[src/rtl/udc_pkg.sv]
// Shared constants and BCD helpers for the up/down BCD counter.
// The helpers work on a fixed 8-digit (32-bit) vector; callers slice to their width.
package udc_pkg;

    localparam int BCD_W      = 4;
    localparam int MAX_DIGITS = 8;
    localparam int BCD_FULL_W = BCD_W * MAX_DIGITS;

    // Decimal integer to packed BCD, digit 0 in bits [3:0].
    function automatic logic [BCD_FULL_W-1:0] dec_to_bcd(input int unsigned value);
        logic [BCD_FULL_W-1:0] result;
        int unsigned           rest;
        result = '0;
        rest   = value;
        for (int i = 0; i < MAX_DIGITS; i++) begin
            result[i*BCD_W +: BCD_W] = BCD_W'(rest % 10);
            rest = rest / 10;
        end
        return result;
    endfunction

    // True when every one of the low 'digits' nibbles is in 0..9.
    function automatic logic bcd_is_valid(input logic [BCD_FULL_W-1:0] value,
                                          input int                    digits);
        logic ok;
        ok = 1'b1;
        for (int i = 0; i < MAX_DIGITS; i++) begin
            if (i < digits && value[i*BCD_W +: BCD_W] > 4'd9) begin
                ok = 1'b0;
            end
        end
        return ok;
    endfunction

endpackage

[src/rtl/bcd_digit_cell.sv]
// One BCD digit of the increment/decrement chain.
// Passes the digit through unchanged when not enabled; carry means "enable the next digit".
module bcd_digit_cell
    import udc_pkg::*;
(
    input  logic [BCD_W-1:0] digit,
    input  logic             en,
    input  logic             down,
    output logic [BCD_W-1:0] next_digit,
    output logic             carry
);

    always_comb begin
        next_digit = digit;
        carry      = 1'b0;
        if (en) begin
            if (down) begin
                if (digit == 4'd0) begin
                    next_digit = 4'd9;
                    carry      = 1'b1;
                end else begin
                    next_digit = digit - 4'd1;
                end
            end else begin
                if (digit >= 4'd9) begin
                    next_digit = 4'd0;
                    carry      = 1'b1;
                end else begin
                    next_digit = digit + 4'd1;
                end
            end
        end
    end

endmodule

[src/rtl/updown_counter_bcd.sv]
// N-digit BCD up/down counter with tick prescaler, terminal value and wrap strobe.
// Define UDC_LOAD_EN to build the parallel-load path and the load-error strobe.
module updown_counter_bcd
    import udc_pkg::*;
#(
    parameter int DIGITS    = 4,
    parameter int CLK_DIV   = 100_000,
    parameter int MAX_VALUE = 9999
) (
    input  logic                  clk,
    input  logic                  reset,
    input  logic                  i_mode,
    input  logic                  i_run_stop,
    input  logic                  i_clear,
    input  logic                  i_load,
    input  logic [BCD_W*DIGITS-1:0] i_load_data,
    output logic [BCD_W*DIGITS-1:0] o_bcd,
    output logic                  o_tick,
    output logic                  o_wrap,
    output logic                  o_load_err
);

    localparam int W  = BCD_W * DIGITS;
    localparam int PW = $clog2(CLK_DIV);

    localparam logic [BCD_FULL_W-1:0] MAX_BCD_FULL = dec_to_bcd(MAX_VALUE);
    localparam logic [W-1:0]          MAX_BCD      = MAX_BCD_FULL[W-1:0];
    localparam logic [PW-1:0]         PRESC_LAST   = PW'(CLK_DIV - 1);

    logic [PW-1:0] presc_reg, presc_next;
    logic [W-1:0]  bcd_reg, bcd_next;
    logic          tick_reg, tick_next;
    logic          wrap_reg, wrap_next;
    logic          tick_int;
    logic          at_max;
    logic          at_zero;

    // Ripple chain: digit 0 is always enabled, each carry/borrow enables the next digit.
    logic [DIGITS:0] chain_en;
    logic [W-1:0]    step_val;
    logic            unused_top_carry;

    assign chain_en[0]      = 1'b1;
    assign unused_top_carry = chain_en[DIGITS];

    generate
        for (genvar gi = 0; gi < DIGITS; gi++) begin : g_digit
            bcd_digit_cell u_cell (
                .digit      (bcd_reg[gi*BCD_W +: BCD_W]),
                .en         (chain_en[gi]),
                .down       (i_mode),
                .next_digit (step_val[gi*BCD_W +: BCD_W]),
                .carry      (chain_en[gi+1])
            );
        end
    endgenerate

    assign tick_int = i_run_stop && (presc_reg == PRESC_LAST);
    assign at_max   = (bcd_reg == MAX_BCD);
    assign at_zero  = (bcd_reg == '0);

`ifdef UDC_LOAD_EN
    logic load_err_reg, load_err_next;
    logic load_ok;

    // Valid BCD compares in the same order as its decimal value.
    assign load_ok = bcd_is_valid(BCD_FULL_W'(i_load_data), DIGITS) && (i_load_data <= MAX_BCD);
`else
    logic unused_load;
    assign unused_load = ^{i_load, i_load_data};
`endif

    always_comb begin
        presc_next = presc_reg;
        bcd_next   = bcd_reg;
        tick_next  = 1'b0;
        wrap_next  = 1'b0;
`ifdef UDC_LOAD_EN
        load_err_next = 1'b0;
`endif
        if (i_run_stop) begin
            presc_next = tick_int ? '0 : presc_reg + PW'(1);
        end

        if (i_clear) begin
            bcd_next   = '0;
            presc_next = '0;
        end
`ifdef UDC_LOAD_EN
        else if (i_load) begin
            tick_next = tick_int;
            if (load_ok) begin
                bcd_next = i_load_data;
            end else begin
                load_err_next = 1'b1;
            end
        end
`endif
        else if (tick_int) begin
            tick_next = 1'b1;
            if (i_mode) begin
                if (at_zero) begin
                    bcd_next  = MAX_BCD;
                    wrap_next = 1'b1;
                end else begin
                    bcd_next = step_val;
                end
            end else begin
                if (at_max) begin
                    bcd_next  = '0;
                    wrap_next = 1'b1;
                end else begin
                    bcd_next = step_val;
                end
            end
        end
    end

    always_ff @(posedge clk or posedge reset) begin
        if (reset) begin
            presc_reg <= '0;
            bcd_reg   <= '0;
            tick_reg  <= 1'b0;
            wrap_reg  <= 1'b0;
        end else begin
            presc_reg <= presc_next;
            bcd_reg   <= bcd_next;
            tick_reg  <= tick_next;
            wrap_reg  <= wrap_next;
        end
    end

`ifdef UDC_LOAD_EN
    always_ff @(posedge clk or posedge reset) begin
        if (reset) begin
            load_err_reg <= 1'b0;
        end else begin
            load_err_reg <= load_err_next;
        end
    end

    assign o_load_err = load_err_reg;
`else
    assign o_load_err = 1'b0;
`endif

    assign o_bcd  = bcd_reg;
    assign o_tick = tick_reg;
    assign o_wrap = wrap_reg;

endmodule

[config.mk]
export PLATFORM = sky130hd
export DESIGN_NAME = updown_counter_bcd
export DESIGN_NICKNAME = d
export VERILOG_FILES = /design/src/rtl/udc_pkg.sv /design/src/rtl/bcd_digit_cell.sv /design/src/rtl/updown_counter_bcd.sv
export SDC_FILE = /design/constraint.sdc
export NUM_CORES = 1
export LEC_CHECK = 0
export ABC_AREA = 1
export CAP_MARGIN = 5
export CORE_MARGIN = 1.5
export CORE_UTILIZATION = 50
export CTS_BUF_LIST = sky130_fd_sc_hd__clkbuf_4 sky130_fd_sc_hd__clkbuf_8
export CTS_CLUSTER_DIAMETER = 100
export DETAILED_ROUTE_END_ITERATION = 8
export PLACE_DENSITY = 0.71
export SLEW_MARGIN = 10
export SYNTH_ARGS = -nofsm -noshare
export SYNTH_HDL_FRONTEND = slang
export SYNTH_SLANG_ARGS = --single-unit
export TNS_END_PERCENT = 100
[constraint.sdc]
create_clock -name clk -period 4.9 [get_ports clk]
set_input_delay 0.735 -clock clk [delete_from_list [all_inputs] [get_ports clk]]
set_output_delay 0.735 -clock clk [all_outputs]
set_load 0.1 [all_outputs]
==> results.md, run 1 <==
* Layout area overhead at 13.2%
* Largest family of logic cells by synthesized area: simple AND/OR/NAND/NOR gates
* Met1 usage at 27.8%
* Top cells by area, synth: dfrtp_1 (31%), nand2_1 (12%), nand3_1 (8.9%)
* Worst skew pair latency at 0.29 ns
* Setup CP Type: primary input to register
* Min Tclk post-route at about 2.7 ns
* Port bufs at 22
* Outcome: finished, final reports clean
* Overall Global Routing Usage at 23.4%
* Die W at 77.9 µm
* Post-route DRC violation count at 0
* CP Launch Type: primary input
* Initial antenna violation count at 0
* Fmax at 0.364 GHz
* Maxcap violations at 0
* Worst slew pin tran at 0.976 ns
* Vias at 2754
* Main synth FF type: dfrtp_1
* CP endpoint kind: register
* Post-Synth XOR/XNOR Area at around 3.4%
* Multi-input gate area at 1680 µm²
* Met3 Resource Use GR at 3.88%
* Syn Std Cell Area at 2810 µm²
* First-pass GRT wire length at about 11 mm
* Die Ht at 77.9 µm
* Top cells by count, synth: nand2_1 (92), nand3_1 (50), nor2_1 (48)
* Yosys top cell area share at between 30% and 40%
* Worst vdd ir at about 0.11 mV
* H-tree Lvls at 2
* Avg WL per Cell at 13.1 µm
* Power per cell area at 239 nW/µm²
* WHS Endpoint: presc_reg[1]
* Remaining Overflow, GRT at 0
* Final setup margin at 2.15 ns
* Worst hold start: presc_reg[1]
* Max FFs per register at 17
* Final setup TNS at 0 ns
* CTS tree: done
* Final wirelength at 6.52 mm
* Clk_skew at 0.0116 ns
* TritonRoute pass-1 iters at 4
* Hold buffer count at cts at 0
* Warnings, synthesis at 0
* Mapped Nets at about 440
* Clock Pin Slew Worst Setup and Hold Paths at 0.08 ns
* Sequential share of the synthesized area at 31.2%
* Final hold violation count at 0
* Post-Synth Adder-Cell Area at 6.24%
* Num rows at 27
* PostCTS Resize Cnt at 0
* Worst Path Max Fanout at 18
* Cts bufs inserted at 5
* Multiplexer share of the synthesized area at less than 1%
* Asr flop ratio synth at 100%
* Critical R2R Launch: o_bcd[8]
* Vias in the first global route at 2585
* Io pins at just over 40
* Avg Cell Area, Syn at 6.90 µm²
* Initial Utilization at 51.3%
* Final weighted congestion in routability-driven placement at roughly 0.94
* Postcts setup bufs at 0
* Synth Instances at between 400 and 500
* EDFF count, synth at 0
* Most numerous cell in the Yosys netlist: nand2_1
* Lkg Pwr at 1.47 nW
* Hold Path Depth at 2
* Yosys cell types at 36
* Worst EP arrival at 2.93 ns
* Worst hold path type: register to register
* Rel. slew slack at between 30% and 40%
* Compound-Gate Fraction of Synth Area at 9.63%
* RSZ-0062 raised after global routing: no
* Avg Vias per Cell at 5.52
* Tcrit/Tclk final at 56.1%
* Core Region at 5470 µm²
* Clk buf depth at 2
* DRT iter0 DRCs at 174
* Post-route ant nets at 0
* Req. time, crit path at 5.09 ns
* Flip-flop and latch area at 876 µm²
* Cell taking the most area after synthesis: dfrtp_1
* Max Transition Viols Final at 0
* Place WS at 1.89 ns
* Largest net degree at the start of global routing at 36
* GRT Max-Usage Layer: met2
* # nets final at 462
* Sink Count at 35
* Worst r2r path cells at 12
* R2r endpoint: o_bcd[15]
* Met2 Use GR at 41.5%
* Hpwl dp at 4.80 mm
* Die area at 6070 µm²
* Fillers at 529
* Setup violation total in the final timing report at 0
* Synth Area in Simple Gates at 40.2%
* ANT cells at 0
* Clk Tree Root Cell: clkbuf_8
* Register bit total from synthesis at 35
* Share of layout cells above drive strength 1 at 8.43%
* Setup slack, reg-to-reg at between 2 and 3 ns
[stage by stage]
stage                     cells  hold slack, ns  util (%)  area, µm²  total power, mW
after floorplan             407           0.475         -       2810            0.452
after global placement      491           0.500      55.9       3060            0.487
after detailed placement    491           0.514      55.9       3060            0.489
after CTS                   499           0.535      58.1       3180            0.769
after global routing        499           0.569      58.1       3180            0.802
final                       499           0.526      58.1       3180            0.761
[cell usage in the layout, fill, tap and decap left out, types with 14 or more instances in the layout]
cell type	n
nor2_1	48
clkdlybuf4s50_1	22
nand2_1	92
nand3_1	50
dfrtp_1	35
nand4_1	17
inv_1	39
o21ai_0	22
ha_1	14
[routing by layer]
layer | up-vias | wire [µm]
li1 | 1382 | -
met1 | 1302 | 2910
met2 | 55 | 3260
met3 | 15 | 206
met4 | 0 | 139
met5 | - | 0
[report_power, final]
part / switching [mW] / leakage [nW] / internal (mW)
logic: 0.129 / 0.924 / 0.0465
registers: 0.0130 / 0.484 / 0.296
clock network: 0.112 / 0.0612 / 0.165
[cells by family (layout without fill, tap and decap cells)]
logic type      count (synthesis)  after routing
simple gates                  236            236
mux                             1              1
fa+ha+maj                      14             14
flops                          35             35
buf+inv                        60             80
compound gates                 49             49
xor+xnor                       11             11
other cells                     1              1
[critical path: stages]
cell	delay (ns)
clkdlybuf4s50_1	0.89
inv_1	0.40
nand3_2	0.29
nand2_2	0.12
inv_2	0.12
nand3_2	0.12
nand2_1	0.08
nand2_1	0.05
nand3_1	0.06
nand2_1	0.06
[layout make-up]
type                    count  area share, %
clock inverters             2           1.10
flip-flops and latches     35           27.6
clock buffers               6           2.60
repair buffers             23           7.17
multi-input cells         312           53.0
well taps                  72           2.83
inverters                  49           5.79
[worst max path at each step]
stage / startpoint / endpoint / depth (start not counted)
finish: i_mode / o_bcd[15] / 10
global route: i_mode / o_bcd[15] / 10
CTS: o_bcd[11] / o_bcd[11] / 1
detailed placement: i_mode / o_bcd[15] / 10
global placement: i_mode / o_bcd[15] / 10
floorplan: o_bcd[0] / o_bcd[15] / 12
Note: power is estimated with default switching activity, not from simulation.
==> run 2, diff against run 1 <==
Settings changed: PLACE_DENSITY 0.71 to 0.74.
Clock period 4.9 ns to 2.5 ns, I/O delays scaled along.
==> results.md, run 2 (synthesis gave the netlist of run 1 again) <==
* Outcome: finished, final reports clean
* R2r endpoint: o_bcd[14]
* H-tree Lvls at 2 (unchanged)
* Final weighted congestion in routability-driven placement at 0.919 (-2.4%)
* PostCTS Resize Cnt at 0 (unchanged)
* Setup CP Type: register to register
* Worst hold path type: primary input to async pin
* Avg Vias per Cell at 5.58 (+1.1%)
* Initial Utilization at 51.3% (unchanged)
* Overall Global Routing Usage at 23.9% (+0.49 points)
* Vias in the first global route at 2698 (+4.4%)
* Min Tclk post-route at 1.93 ns
* Port bufs at 22 (unchanged)
* Crit path depth at 11 (+1)
* Avg WL per Cell at 13.4 µm (+2.8%)
* Worst r2r path cells at 11 (-1)
* Sink Count at 35 (unchanged)
* Die W at 77.9 µm (unchanged)
* Post-route ant nets at 0 (unchanged)
* Most frequent cells in the layout: nand2_1 (92), nand3_1 (50), nor2_1 (48)
* Crit path launch: o_bcd[8]
* First-pass GRT wire length at 11.7 mm (+3.0%)
* Share of layout cells above drive strength 1 at 13.3% (+4.8 points)
* TritonRoute pass-1 iters at 6 (+2)
* Critical R2R Launch: o_bcd[8]
* Lkg Pwr at 1.51 nW (+2.9%)
* Layout area overhead at 11.9%
* CP endpoint: o_bcd[14]
* Cts bufs inserted at 5 (unchanged)
* Clk Tree Root Cell: clkbuf_8
* DRT iter0 DRCs at 224 (+29%)
* Post-route DRC violation count at 0 (unchanged)
* Worst path buffer plus inverter count at 2 (-1)
* Final setup TNS at 0 ns (unchanged)
* Max incr delay on CP at 0.46 ns (-0.43 ns)
* Req. time, crit path at 2.68 ns (-2.41 ns)
* Core Region at 5470 µm² (unchanged)
* Die area at 6070 µm² (unchanged)
* ANT cells at 0 (unchanged)
* Post-route insts no fill at 502 (+0.60%)
* Io pins at 41 (unchanged)
* Hpwl dp at 4.88 mm (+1.7%)
* Final core occ at 57.4% (-0.66 points)
* Final hold violation count at 0 (unchanged)
* Clk buf depth at 2 (unchanged)
* # nets final at 465 (+0.65%)
* RSZ-0062 raised after global routing: no
* Fillers at 526 (-0.57%)
* Worst vdd ir at 0.288 mV (+150%)
* Worst Path Max Fanout at 7 (-11)
* Initial antenna violation count at 0 (unchanged)
* Maxcap violations at 0 (unchanged)
* Worst EP arrival at 2.11 ns (-0.82 ns)
* Hold buffer count at cts at 0 (unchanged)
* Clock Pin Slew Worst Setup and Hold Paths at 0.08 ns (about the same)
* Crit-path slowest cell: dfrtp_1
* Postcts setup bufs at 0 (unchanged)
* Fmax at roughly 0.52 GHz
* Final setup margin at 0.568 ns (-1.59 ns)
* Place WS at 0.353 ns (-1.54 ns)
* Vias at 2800 (+1.7%)
* Placed cells at 494 (+0.61%)
* Setup slack, reg-to-reg at 0.57 ns (-2.42 ns)
* Setup violation total in the final timing report at 0 (unchanged)
* Tcrit/Tclk final at between 70% and 80%
* Power per cell area at 453 nW/µm² (+89%)
* Max Transition Viols Final at 0 (unchanged)
* CP most frequent cell: nand2_1
* Most common cell after layout, fill and taps aside: nand2_1
* Max FFs per register at 17 (unchanged)
* Delay-heaviest family, CP: simple AND/OR/NAND/NOR gates
* Largest net degree at the start of global routing at 36 (unchanged)
* CP endpoint kind: register
* Remaining Overflow, GRT at 0 (unchanged)
* Worst skew pair latency at 0.29 ns (about the same)
* Die Ht at 77.9 µm (unchanged)
* Hold Slack at 0.476 ns (-0.0502 ns)
* Critical path, cell by cell: inv_1 -> ha_1 -> nand2_1 -> nor2_1 -> nand2_1 -> nand2_1 -> inv_1 -> nor2_4 -> nand2_1 -> nand3_1 -> nand2_1
* CTS tree: done
* Num rows at 27 (unchanged)
* Final wirelength at 6.74 mm (+3.4%)
* Clk_skew at 0.00846 ns (-0.00313 ns)
* CP Launch Type: register
[run 2: final cells by class]
cell class	count	area, µm²	share of cell area, %
inverters	49	184	5.85
clock buffers	8	104	3.31
repair buffers	26	205	6.53
flip-flops and latches	35	876	27.9
multi-input cells	312	1680	53.6
well taps	72	90.1	2.87
[run 2: worst min-delay path, cell delays in order]
cell	delay (ns)
clkdlybuf4s50_1	0.39
inv_1	0.05
buf_4	0.39
[run 2: worst min path at each step]
stage | to | slack (ns) | cells after the start
global route | o_bcd[10] | 0.54 | 3
global placement | presc_reg[1] | 0.50 | 2
finish | o_bcd[10] | 0.48 | 3
CTS | o_bcd[10] | 0.50 | 3
detailed placement | presc_reg[1] | 0.52 | 2
floorplan | presc_reg[1] | 0.48 | 2
[run 2: stage by stage]
stage	total power [mW]	cell area (µm²)
after global routing	1.49	3140
after global placement	0.953	3040
after detailed placement	0.959	3040
after CTS	1.44	3140
after floorplan	0.887	2810
final	1.42	3140
[run 2: layer usage]
layer	track usage [%]	vias to the layer above	wire length, µm
li1	-	1384	-
met1	29.1	1313	2880
met2	41.7	88	3440
met3	3.29	15	286
met4	10.4	0	135
met5	0	-	0
[run 2: report_power, final]
group	internal [mW]	switching (mW)	total (mW)
Sequential	0.581	0.0274	0.608
Clock	0.263	0.209	0.471
Combinational	0.0899	0.255	0.345
==> edit, RTL diff (flow settings as in run 1) <==
The parameter `CLK_DIV` goes from 100_000 to 50_000.
--- a/src/rtl/updown_counter_bcd.sv
+++ b/src/rtl/updown_counter_bcd.sv
@@ -4,7 +4,7 @@
     import udc_pkg::*;
 #(
     parameter int DIGITS    = 4,
-    parameter int CLK_DIV   = 100_000,
+    parameter int CLK_DIV   = 50_000,
     parameter int MAX_VALUE = 9999
 ) (
     input  logic                  clk,
Behaviour: no difference found for any inputs over 10 cycles, from zero or initial values and one cycle with reset high; that may be too few to reach the edited logic, so the function may still have changed.
==> edit against run 1 <==
Worst setup slack worse by 120 ps; cell count down 3.0%; area after synthesis unchanged; final area down 1.5%; wire length up 2.0%; synthesized cell count down 3.7%; core utilization down 0.85 points; die area unchanged; power down 19%; non-clock buffer count unchanged; combinational power down 37%; clock power down 25%; first-iteration DRC count up 1.1%; sequential cell count down 1; highest routed layer unchanged.
==> edit: results <==
route:
  vias_per_cell: 5.47
  met3WireLength_um: 293
  first_pass_iters: 4
  wl_met2_um: 3300
  routed_wl_um: 6650
  highest_layer: "met4"
  first_iter_violations: 176
  wirelength_met1_um: 2910
logic_synthesis:
  synth_cell_types: 44
  synth-edff-count: 0
  synth_area_leaders: "dfrtp_1 30%, nand2_1 12%, nand3_1 8.4%"
  synth_common_cells: "92 x nand2_1, 47 x nand3_1, 35 x inv_1, 35 x nor2_1, 34 x dfrtp_1"
  syn_nets: 428
  ys_seq_area_frac: 0.303
  synthArstFlopShare: 1.00
finish:
  fillers: 544
  drive_above_1_share: 0.119
  num_antenna_cells: 0
  layout.nets: 449
global_route:
  use_met1: 0.290
  use_met3: 0.0329
  grt_pass1_vias: 2504
  grt_pass1_wl_um: 11500
  grt_use_met2: 0.417
  grt_use_total: 0.236
  grt_max_degree: 35
clock_tree:
  cts-root-buf: "clkbuf_8"
  cts_buffer_depth: 2
  cts.reportedPaths.clkPinSlew_ps: 60
  ctsHoldBuffers: 0
  postCtsSetupBuffers: 0
power_and_ir_drop:
  clkPwrFrac: 0.341
  clk-power_w: 0.000209
  vdd_drop_max_v: 0.000119
  pg_seq_w: 0.000293
  power.leakage_nw: 1.41
  p_switching_w: 0.000190
worst_setup_path:
  worstRegToRegCells: 9
  critPathTopFamily: "buffers and inverters"
  cp_data_arrival_time_ps: 3020
  slowest_delay_ps: 1060
  worstPathMaxFanout: 21
placed_design:
  dp_slack_ps: 1800
  place_area_sq_um: 3050
  port_buffers: 22
  place_congestion: 0.907
  hpwl_um: 4800
timing:
  finClkSkew_ps: 13.3
  relSlewSlack: 0.353
status:
  status: "finished clean"
run:
  maxCapViolations: 0
[edit: cell types whose count changed in the layout (fill, tap and decap cells not counted), sizes merged, moves of 4 or more]
cell / change
nor2: -10
o21ai: +7
inv: -6
nand2: +5
nor3: -5
nand4: -4
[edit: per-stage QoR]
stage                      util  std cells  hold WS [ps]
final                     0.572        484           545
after global routing      0.572        484           600
after CTS                 0.572        484           549
after detailed placement  0.557        478           532
after global placement    0.557        478           528
after floorplan               -        392           496
[edit: final cells by class]
| type | count | share of cell area |
|---|---|---|
| multi-input cells | 304 | 0.545 |
| well taps | 72 | 0.0288 |
| inverters | 45 | 0.0551 |
| flip-flops and latches | 34 | 0.272 |
| repair buffers | 23 | 0.0727 |
| clock buffers | 6 | 0.0264 |
[edit: cells by family (layout without fill, tap and decap cells)]
| family | Yosys count | after routing | share of synthesized area |
|---|---|---|---|
| AO/OA/AOI/OAI | 53 | 53 | 0.107 |
| other | 1 | 1 | 0.00134 |
| XOR/XNOR | 10 | 10 | 0.0312 |
| adder cells (fa/ha/maj) | 14 | 14 | 0.0624 |
| flip-flops | 34 | 34 | 0.303 |
| AND/OR/NAND/NOR | 225 | 225 | 0.403 |
| buffers and inverters | 54 | 74 | 0.0883 |
| multiplexers | 1 | 1 | 0.00401 |
[edit: worst paths after layout]
check / slack (ps) / end
max in group asynchronous: 3730 / presc_reg[3]$_DFFE_PP0P_
setup / recovery: 2030 / o_bcd[12]$_DFFE_PP0P_
setup reg to reg: 3020 / o_bcd[13]$_DFFE_PP0P_
min in group asynchronous: 850 / o_tick$_DFF_PP0_
hold / removal: 540 / presc_reg[1]$_DFFE_PP0P_
hold reg to reg: 540 / presc_reg[1]$_DFFE_PP0P_
